==> src/rtl/pi_framestore_arbiter.sv <==
// rtl/pi_framestore_arbiter.sv - single-port framestore arbiter: buffered capture writes vs. capped-priority display reads
module pi_framestore_arbiter #(
    parameter int ADDR_W      = 19,
    parameter int DATA_W      = 16,
    parameter int WFIFO_DEPTH = 4,
    parameter int MEM_LAT     = 2,
    parameter int MAX_RD_RUN  = 4
) (
    input  logic                           pixelClockX6,
    input  logic                           nReset,
    input  logic                           frame_start_flag,
    input  logic                           wr_valid,
    input  logic [ADDR_W-1:0]              wr_addr,
    input  logic [DATA_W-1:0]              wr_data,
    input  logic                           rd_req,
    input  logic [ADDR_W-1:0]              rd_addr,
    output logic                           rd_gnt,
    output logic                           rd_valid,
    output logic [DATA_W-1:0]              rd_data,
    output logic                           mem_en,
    output logic                           mem_we,
    output logic [ADDR_W-1:0]              mem_addr,
    output logic [DATA_W-1:0]              mem_wdata,
    input  logic [DATA_W-1:0]              mem_rdata,
    output logic [$clog2(WFIFO_DEPTH):0]   wfifo_level,
    output logic                           wr_overflow,
    output logic [7:0]                     wr_drop_count
);
    localparam int PTR_W = $clog2(WFIFO_DEPTH);
    localparam int LVL_W = PTR_W + 1;
    localparam int RUN_W = $clog2(MAX_RD_RUN + 1);

    typedef enum logic [1:0] {IDLE = 2'd0, RD = 2'd1, WR = 2'd2} grantState_t;

    grantState_t state, nextState;
    logic [RUN_W-1:0] runCnt, runNext;
    logic [PTR_W-1:0] wrPtr, rdPtr;
    logic [ADDR_W+DATA_W-1:0] fifoMem [WFIFO_DEPTH];
    logic [MEM_LAT-1:0] rdPipe;
    logic fifoEmpty, fifoFull, pop, push, drop, issue;

    always_comb begin
        nextState = IDLE;
        runNext   = '0;
        fifoEmpty = (wfifo_level == '0);
        fifoFull  = (wfifo_level == LVL_W'(WFIFO_DEPTH));
        // An empty FIFO lifts the run cap so display fetch can stream freely.
        if (rd_req && ((runCnt < RUN_W'(MAX_RD_RUN)) || fifoEmpty)) begin
            nextState = RD;
            runNext   = (runCnt == RUN_W'(MAX_RD_RUN)) ? runCnt : runCnt + 1'b1;
        end else if (!fifoEmpty) begin
            nextState = WR;
        end
        pop   = (nextState == WR);
        push  = wr_valid && (!fifoFull || pop);
        drop  = wr_valid && fifoFull && !pop;
        issue = mem_en && !mem_we;
    end

    assign rd_gnt = (state == RD);

    always_ff @(posedge pixelClockX6) begin
        if (push) begin
            fifoMem[wrPtr] <= {wr_addr, wr_data};
        end
    end

    always_ff @(posedge pixelClockX6 or negedge nReset) begin
        if (!nReset) begin
            state         <= IDLE;
            runCnt        <= '0;
            wrPtr         <= '0;
            rdPtr         <= '0;
            wfifo_level   <= '0;
            mem_en        <= 1'b0;
            mem_we        <= 1'b0;
            mem_addr      <= '0;
            mem_wdata     <= '0;
            rdPipe        <= '0;
            rd_valid      <= 1'b0;
            rd_data       <= '0;
            wr_overflow   <= 1'b0;
            wr_drop_count <= '0;
        end else begin
            state  <= nextState;
            runCnt <= runNext;
            case (nextState)
                RD: begin
                    mem_en   <= 1'b1;
                    mem_we   <= 1'b0;
                    mem_addr <= rd_addr;
                end
                WR: begin
                    mem_en                <= 1'b1;
                    mem_we                <= 1'b1;
                    {mem_addr, mem_wdata} <= fifoMem[rdPtr];
                end
                default: mem_en <= 1'b0;
            endcase

            if (push) wrPtr <= wrPtr + 1'b1;
            if (pop)  rdPtr <= rdPtr + 1'b1;
            wfifo_level <= wfifo_level + LVL_W'(push) - LVL_W'(pop);

            // Read strobe travels MEM_LAT stages, then the data is captured.
            rdPipe   <= (rdPipe << 1) | MEM_LAT'(issue);
            rd_valid <= rdPipe[MEM_LAT-1];
            if (rdPipe[MEM_LAT-1]) rd_data <= mem_rdata;

            if (frame_start_flag) begin
                wr_overflow   <= drop;
                wr_drop_count <= {7'd0, drop};
            end else if (drop) begin
                wr_overflow <= 1'b1;
                if (wr_drop_count != 8'hFF) wr_drop_count <= wr_drop_count + 8'd1;
            end
        end
    end
endmodule

==> config.mk <==
export PLATFORM = sky130hd
export DESIGN_NAME = pi_framestore_arbiter
export DESIGN_NICKNAME = d
export VERILOG_FILES = /design/src/rtl/pi_framestore_arbiter.sv
export SDC_FILE = /design/constraint.sdc
export NUM_CORES = 1
export LEC_CHECK = 0
export ABC_CLOCK_PERIOD_IN_PS = 2500
export CORE_MARGIN = 1
export CORE_UTILIZATION = 48
export CTS_CLUSTER_DIAMETER = 200
export DETAILED_ROUTE_END_ITERATION = 7
export PLACE_DENSITY_LB_ADDON = 0.15
export SLEW_MARGIN = 15
export SYNTH_ARGS = -nofsm -noshare
export SYNTH_HDL_FRONTEND = slang
export SYNTH_SLANG_ARGS = --single-unit
export TNS_END_PERCENT = 10
==> constraint.sdc <==
create_clock -name pixelClockX6 -period 2.5 [get_ports pixelClockX6]
set_clock_uncertainty 0.1 [all_clocks]
set_input_delay 0.75 -clock pixelClockX6 [delete_from_list [all_inputs] [get_ports pixelClockX6]]
set_output_delay 0.75 -clock pixelClockX6 [all_outputs]
set_load 0.05 [all_outputs]
Word level (Yosys, flattened, before mapping)
Memory sizes are Yosys's and may differ from the RTL's.
Cells that the tools add are included.
{"block": "op_classes", "n_addsub": 6, "mul": 0, "n_div": 0, "n_lt_le_gt_ge": 1, "eq_ne": 7, "shifts": 0, "mux": 14, "bitwise": 1, "reduce_logical": 16}
{"cell": "$pmux W19 S2", "n": 1}
{"cell": "$mux W8", "n": 3}
{"cell": "$add A8 B1 Y8 const B", "n": 1}
{"cell": "$ne A8 B8 Y1 const B", "n": 1}
{"cell": "$eq A3 B3 Y1 const B", "n": 2}
{"cell": "$mux W3", "n": 2}
{"cell": "$reduce_bool A2 Y1", "n": 3}
{"cell": "$logic_and A1 B1 Y1", "n": 5}
{"cell": "$mux W1", "n": 5}
{"cell": "$add A2 B1 Y2 const B", "n": 2}
{"cell": "$eq A2 B1 Y1 const B", "n": 2}
{"cell": "$mux W2", "n": 2}
{"cell": "$add A3 B1 Y3", "n": 1}
{"cell": "$add A3 B1 Y3 const B", "n": 1}
{"cell": "$logic_not A1 Y1", "n": 3}
{"cell": "$logic_not A3 Y1", "n": 1}
{"cell": "$lt A3 B3 Y1 const B", "n": 1}
{"cell": "$sub A3 B1 Y3", "n": 1}
{"cell": "$eq A2 B2 Y1 const B", "n": 1}
{"cell": "$logic_or A1 B1 Y1", "n": 2}
{"cell": "$ne A2 B2 Y1 const B", "n": 1}
{"cell": "$or A2 B1 Y2", "n": 1}
{"cell": "$pmux W1 S2", "n": 1}
{"cell": "$reduce_and A2 Y1", "n": 1}
{"cell": "$reduce_or A2 Y1", "n": 1}
{"block": "totals", "register_bits": 77, "latch_bits": 0, "ram_bits": 140, "mem_bits_ro": 0, "input_bits": 75, "output_inout_bits": 67, "word_cells": 60, "mem_count": 1}
{"name": "fifoMem", "words": 4, "width": 35, "read_ports": 1, "rd_clocked_by_memory_dff": 0, "write_ports": 1, "line": "38", "source": "logic [ADDR_W+DATA_W-1:0] fifoMem [WFIFO_DEPTH];"}

Logic depth before layout (Yosys ltp)
{"block": "depth", "depth_word": 9, "depth_mapped": 10, "mapped_depth_nobuf": 9}

Worst setup path after synthesis
No wires, ideal clock.
{"block": "synth_path", "kind": "reg2reg", "from": "register wfifo_level[1]", "to": "register wfifo_level[2]", "setup_ns": 0.123, "arrival_time_ns": 2.500, "required_ns": 2.277, "slack_ns": -0.223, "path_stages_with_launch": 11, "path_buffers": 2, "period_less_slack_ns": 2.723, "path_cell_list": "dfrtp_1 or3_1 o21ai_1 buf_4 buf_2 inv_1 ha_1 inv_1 ha_1 fa_1 xnor2_1"}
{"block": "synth_between", "elab_chain_cells": 9, "word_cells_on_any_way": 12, "cone_classes": "add/sub: 2; eq/ne: 2; mux: 2; reduce/logical: 6"}
{"item": "start: declaration", "line": "25", "source": "output logic [$clog2(WFIFO_DEPTH):0] wfifo_level,"}
{"item": "start signal: assignment", "line": "103", "source": "wfifo_level <= wfifo_level + LVL_W'(push) - LVL_W'(pop);"}
{"item": "$logic_not A3 Y1 (*)", "line": "45", "source": "fifoEmpty = (wfifo_level == '0);"}
{"item": "$logic_or A1 B1 Y1", "line": "48", "source": "if (rd_req && ((runCnt < RUN_W'(MAX_RD_RUN)) || fifoEmpty)) begin"}
{"item": "$logic_and A1 B1 Y1", "line": "48"}
{"item": "$mux W2 (*)", "line": "48"}
{"item": "$eq A2 B2 Y1 (*)", "line": "54", "source": "pop = (nextState == WR);"}
{"item": "via pop", "line": "40", "source": "logic fifoEmpty, fifoFull, pop, push, drop, issue;"}
{"item": "$logic_or A1 B1 Y1", "line": "55", "source": "push = wr_valid && (!fifoFull || pop);"}
{"item": "$logic_and A1 B1 Y1", "line": "55"}
{"item": "$add A3 B1 Y3", "line": "103"}
{"item": "$sub A3 B1 Y3 (*)", "line": "103"}
Mark *: on every way through the listed nets, which the timed path passes. The rest lies on a longest branch.
A chain may end at the register's enable or synchronous reset.

Worst setup path after layout
{"block": "layout_path", "from": "register rd_valid", "to": "output port rd_valid"}
{"item": "start: declaration", "line": "18", "source": "output logic rd_valid,"}
{"item": "start signal: assignment", "line": "107", "source": "rd_valid <= rdPipe[MEM_LAT-1];"}
No word-level cell between the ends.

==> impl_metrics.toml <==
[run_status]
status = "finished, final reports clean"

[setup_path]
crit_type = "flop to output port"
critical-path-top-delay-family = "buffers and inverters"
timing.critical_path.slowest_stage_cell = "sky130_fd_sc_hd__clkdlybuf4s50_1"
critPathArrivalTime_ns = 1.60
worstSetupStartpointType = "flop"
highest_fanout_seen_on_the_critical_path = 1
r2r_slack_ns = 0.30
regToRegStartpoint = "wfifo_level[0]"
worstPathRequired_ns = 1.65
reg2regPathDepth = 7
worst_path_buf_inv = 1
endpoint_kind = "output port"
r2r-end = "wfifo_level[1]"
critical_path.cell_chain = "clkdlybuf4s50_1"
slowest_delay_ns = 0.79

[detailed_routing]
vias = 4819
drt_iter0_markers = 224
routedWlPerCell_um = 18.4
met3RoutedLength_um = 964
routed-wl-met2_um = 8490
met1Wirelength_um = 7040
drc = 0
top_layer_used = "met4"
number_of_nets_with_antenna_violations_after_routing = 0
first_pass_iters = 4
wl_um = 16800
vias_per_cell = 5.27

[pwr]
power.switching_fraction = 0.370
post-layout-total-power_uw = 13400
power_density_cells_nw_per_um2 = 1230
p_clk_frac = 0.222
cellLeakagePower_uw = 0.00425
worst_ir_drop_vdd_uv = 1010
pwr-share-comb = 0.382
pwr-share-seq = 0.396
total_switching_power_uw = 4970
internal_power_uw = 8440

[finish]
synthToLayoutAreaGrowth_pct = 30.2
insertedDiodeCount = 0
fillers = 1272
finalNetCount = 764
drive_above_1_share = 0.181
design_area_um2 = 10900
final_core_utilization = 0.647
stdcell_count = 915

[timing]
setup_violations = 0
worst_slew_pin_slew_ns = 0.690
grt_setup_unrepaired = "no"
hold_viol_final = 0
clock.fmax_ghz = 0.408
finalSetupTns_ns = 0
layout_min_cycle_time_ns = 2.45
final_max_slew_viol_count = 0
final_min_period_over_clock_period = 0.980
timing.slew.headroom = 0.540

[floorplanning]
chipWidth_um = 134
placementRows = 47
design.portCount = 142
floorplan.core_area_um2 = 16800
die-area_um2 = 17900
initial_core_util = 0.497
die_y_um = 134

[clocking]
post-cts-setup-buffer-count = 0
cts.htree.levels = 1
tritoncts = "done"
clkSlewWorstSetupHoldPaths_ns = 0.06
clock_tree.root_cell = "sky130_fd_sc_hd__clkbuf_16"
cts_buffer_depth = 3
clkSinkCount = 217
cts_hold_buffers = 0
cts-resized-gates = 55
clock_insertion_delay_worst_skew_ns = 0.49
cts-buffers-inserted = 23

[yosys]
synthesis.area_um2 = 8360
synth_cell_types = 36
synth.yosys.warnings = 0
synthesis.instances = 511
synth_seq_area_share = 0.734
postSynthRegisterBits = 217
synth.avg_cell_area_um2 = 16.4
syn_nets = 596

[global_routing]
grt_first_pass_wirelength_um = 26600
antenna_violations_before_repair = 0
first_global_vias = 4955
track_usage = 0.194
grt_residual_overflow = 0
pin_count_of_the_biggest_net_entering_global_routing = 40

[placed_design]
detailed_place.area_um2 = 10300
dpl.cell_count = 874
gp_congestion = 0.761
dp_hpwl_um = 10900
port-buffer-count = 141

[hold_path]
worst_hold_path_type = "input pin to async pin"

[job]
max_cap_viol_count = 0
==> worst max path at each step <==
| stage | cells after the start | end | from |
|---|---|---|---|
| 6_report | 1 | rd_valid | rd_valid |
| 5_1_grt | 1 | rd_valid | rd_valid |
| 4_1_cts | 1 | rd_data[4] | rd_data[4] |
| 3_5_place_dp | 9 | wfifo_level[1] | rd_req |
| 2_1_floorplan | 9 | wfifo_level[1] | wfifo_level[0] |
| 3_3_place_gp | 9 | wfifo_level[1] | rd_req |
==> final cells by class <==
class / instances / area, um^2 / share of cell area
clock inverters: 12 / 48.8 / 0.00449
well taps: 220 / 275 / 0.0253
flip-flops and latches: 217 / 6140 / 0.564
clock buffers: 29 / 608 / 0.0559
repair buffers: 167 / 1670 / 0.154
multi-input cells: 253 / 2070 / 0.190
inverters: 17 / 63.8 / 0.00587
==> through the flow <==
| stage | setup WS, ns | hold WS (ns) |
|---|---|---|
| 2_1_floorplan | 0.00431 | 0.231 |
| 3_3_place_gp | -0.336 | 0.233 |
| 3_5_place_dp | -0.381 | 0.251 |
| 4_1_cts | 0.000250 | 0.0938 |
| 5_1_grt | 0.0169 | 0.121 |
| 6_report | 0.0490 | 0.103 |
==> synthesized netlist by cell type <==
cell / count / share of area
sky130_fd_sc_hd__mux4_2: 35 / 0.094
sky130_fd_sc_hd__buf_2: 9 / 0.0054
sky130_fd_sc_hd__nand3_1: 3 / 0.0018
sky130_fd_sc_hd__nor2b_1: 2 / 0.0015
sky130_fd_sc_hd__and3_1: 4 / 0.0030
sky130_fd_sc_hd__edfxtp_1: 140 / 0.50
sky130_fd_sc_hd__o31ai_1: 3 / 0.0027
sky130_fd_sc_hd__buf_4: 3 / 0.0027
sky130_fd_sc_hd__nand4_1: 2 / 0.0015
sky130_fd_sc_hd__nor2_1: 24 / 0.011
sky130_fd_sc_hd__o41ai_1: 3 / 0.0031
sky130_fd_sc_hd__fa_1: 1 / 0.0024
sky130_fd_sc_hd__xor2_1: 1 / 0.0010
sky130_fd_sc_hd__or4_1: 4 / 0.0036
sky130_fd_sc_hd__o211ai_1: 3 / 0.0027
sky130_fd_sc_hd__a21oi_1: 7 / 0.0042
sky130_fd_sc_hd__xnor2_1: 5 / 0.0052
sky130_fd_sc_hd__nor3_1: 1 / 0.00060
sky130_fd_sc_hd__clkbuf_1: 8 / 0.0036
sky130_fd_sc_hd__a21o_1: 1 / 0.00090
sky130_fd_sc_hd__o21ai_0: 3 / 0.0018
sky130_fd_sc_hd__nand3_2: 1 / 0.0012
sky130_fd_sc_hd__dfrtp_1: 77 / 0.23
sky130_fd_sc_hd__and2_1: 1 / 0.00075
sky130_fd_sc_hd__mux2_2: 17 / 0.023
sky130_fd_sc_hd__a31oi_1: 19 / 0.014
sky130_fd_sc_hd__nand2_1: 96 / 0.043
sky130_fd_sc_hd__inv_1: 17 / 0.0076
sky130_fd_sc_hd__buf_1: 4 / 0.0018
sky130_fd_sc_hd__or4b_1: 1 / 0.0012
sky130_fd_sc_hd__or2_0: 1 / 0.00075
sky130_fd_sc_hd__nand2b_1: 1 / 0.00075
sky130_fd_sc_hd__o21ai_1: 1 / 0.00060
sky130_fd_sc_hd__or3_1: 3 / 0.0022
sky130_fd_sc_hd__nor4b_4: 1 / 0.0028
sky130_fd_sc_hd__ha_1: 9 / 0.013
==> registers in the layout (all words and copies together) (netlist names) <==
name,flops
mem_we,1
wfifo_level,3
rdPtr,2
wrPtr,2
rd_valid,1
mem_en,1
rdPipe,2
mem_addr,19
wr_overflow,1
runCnt,3
mem_wdata,16
fifoMem,140
rd_data,16
state,2
wr_drop_count,8
==> routing by layer <==
| layer | global-route usage | vias to the layer above |
|---|---|---|
| li1 | - | 2233 |
| met1 | 0.257 | 2433 |
| met2 | 0.334 | 128 |
| met3 | 0.0329 | 25 |
| met4 | 0.0492 | 0 |
| met5 | 0 | - |
==> cell usage in the layout (no fill, tap or decap), drive strengths merged, types with 3 or more instances in the layout <==
master	synthesis	routed
o211ai	3	3
and3	4	4
dlymetal6s2s	0	5
a21oi	7	7
o21ai	4	4
nand3	4	4
mux2	17	17
a31oi	19	19
mux4	35	35
o41ai	3	3
or4	4	4
edfxtp	140	140
dfrtp	77	77
xnor2	5	5
clkinv	0	13
buf	16	33
o31ai	3	3
clkbuf	8	29
inv	17	16
or3	3	3
nor2	24	24
nand2	96	96
dlygate4sd2	0	55
ha	9	9
clkdlybuf4s50	0	74
==> power by group through the flow <==
stage                     sequential, uW  combinational, uW  clock [uW]
after floorplan                     6930               1980           0
after global placement              5360               5370           0
after detailed placement            5420               5450           0
after CTS                           5340               5200        3030
after global routing                5420               5450        3180
final                               5320               5120        2970
==> kinds of logic (layout without fill, tap and decap cells) <==
group                      after synthesis  in the layout  synth area share
and+or+nand+nor                        145            145            0.0756
DFF                                    217            217             0.734
xor gates and xnor gates                 6              6           0.00629
AOI/OAI and AO/OA                       40             40            0.0302
buffers and inverters                   41            225            0.0211
adders and majority gates               10             10            0.0159
muxes                                   52             52             0.117
No activity file was read; power rests on OpenSTA's default activity.
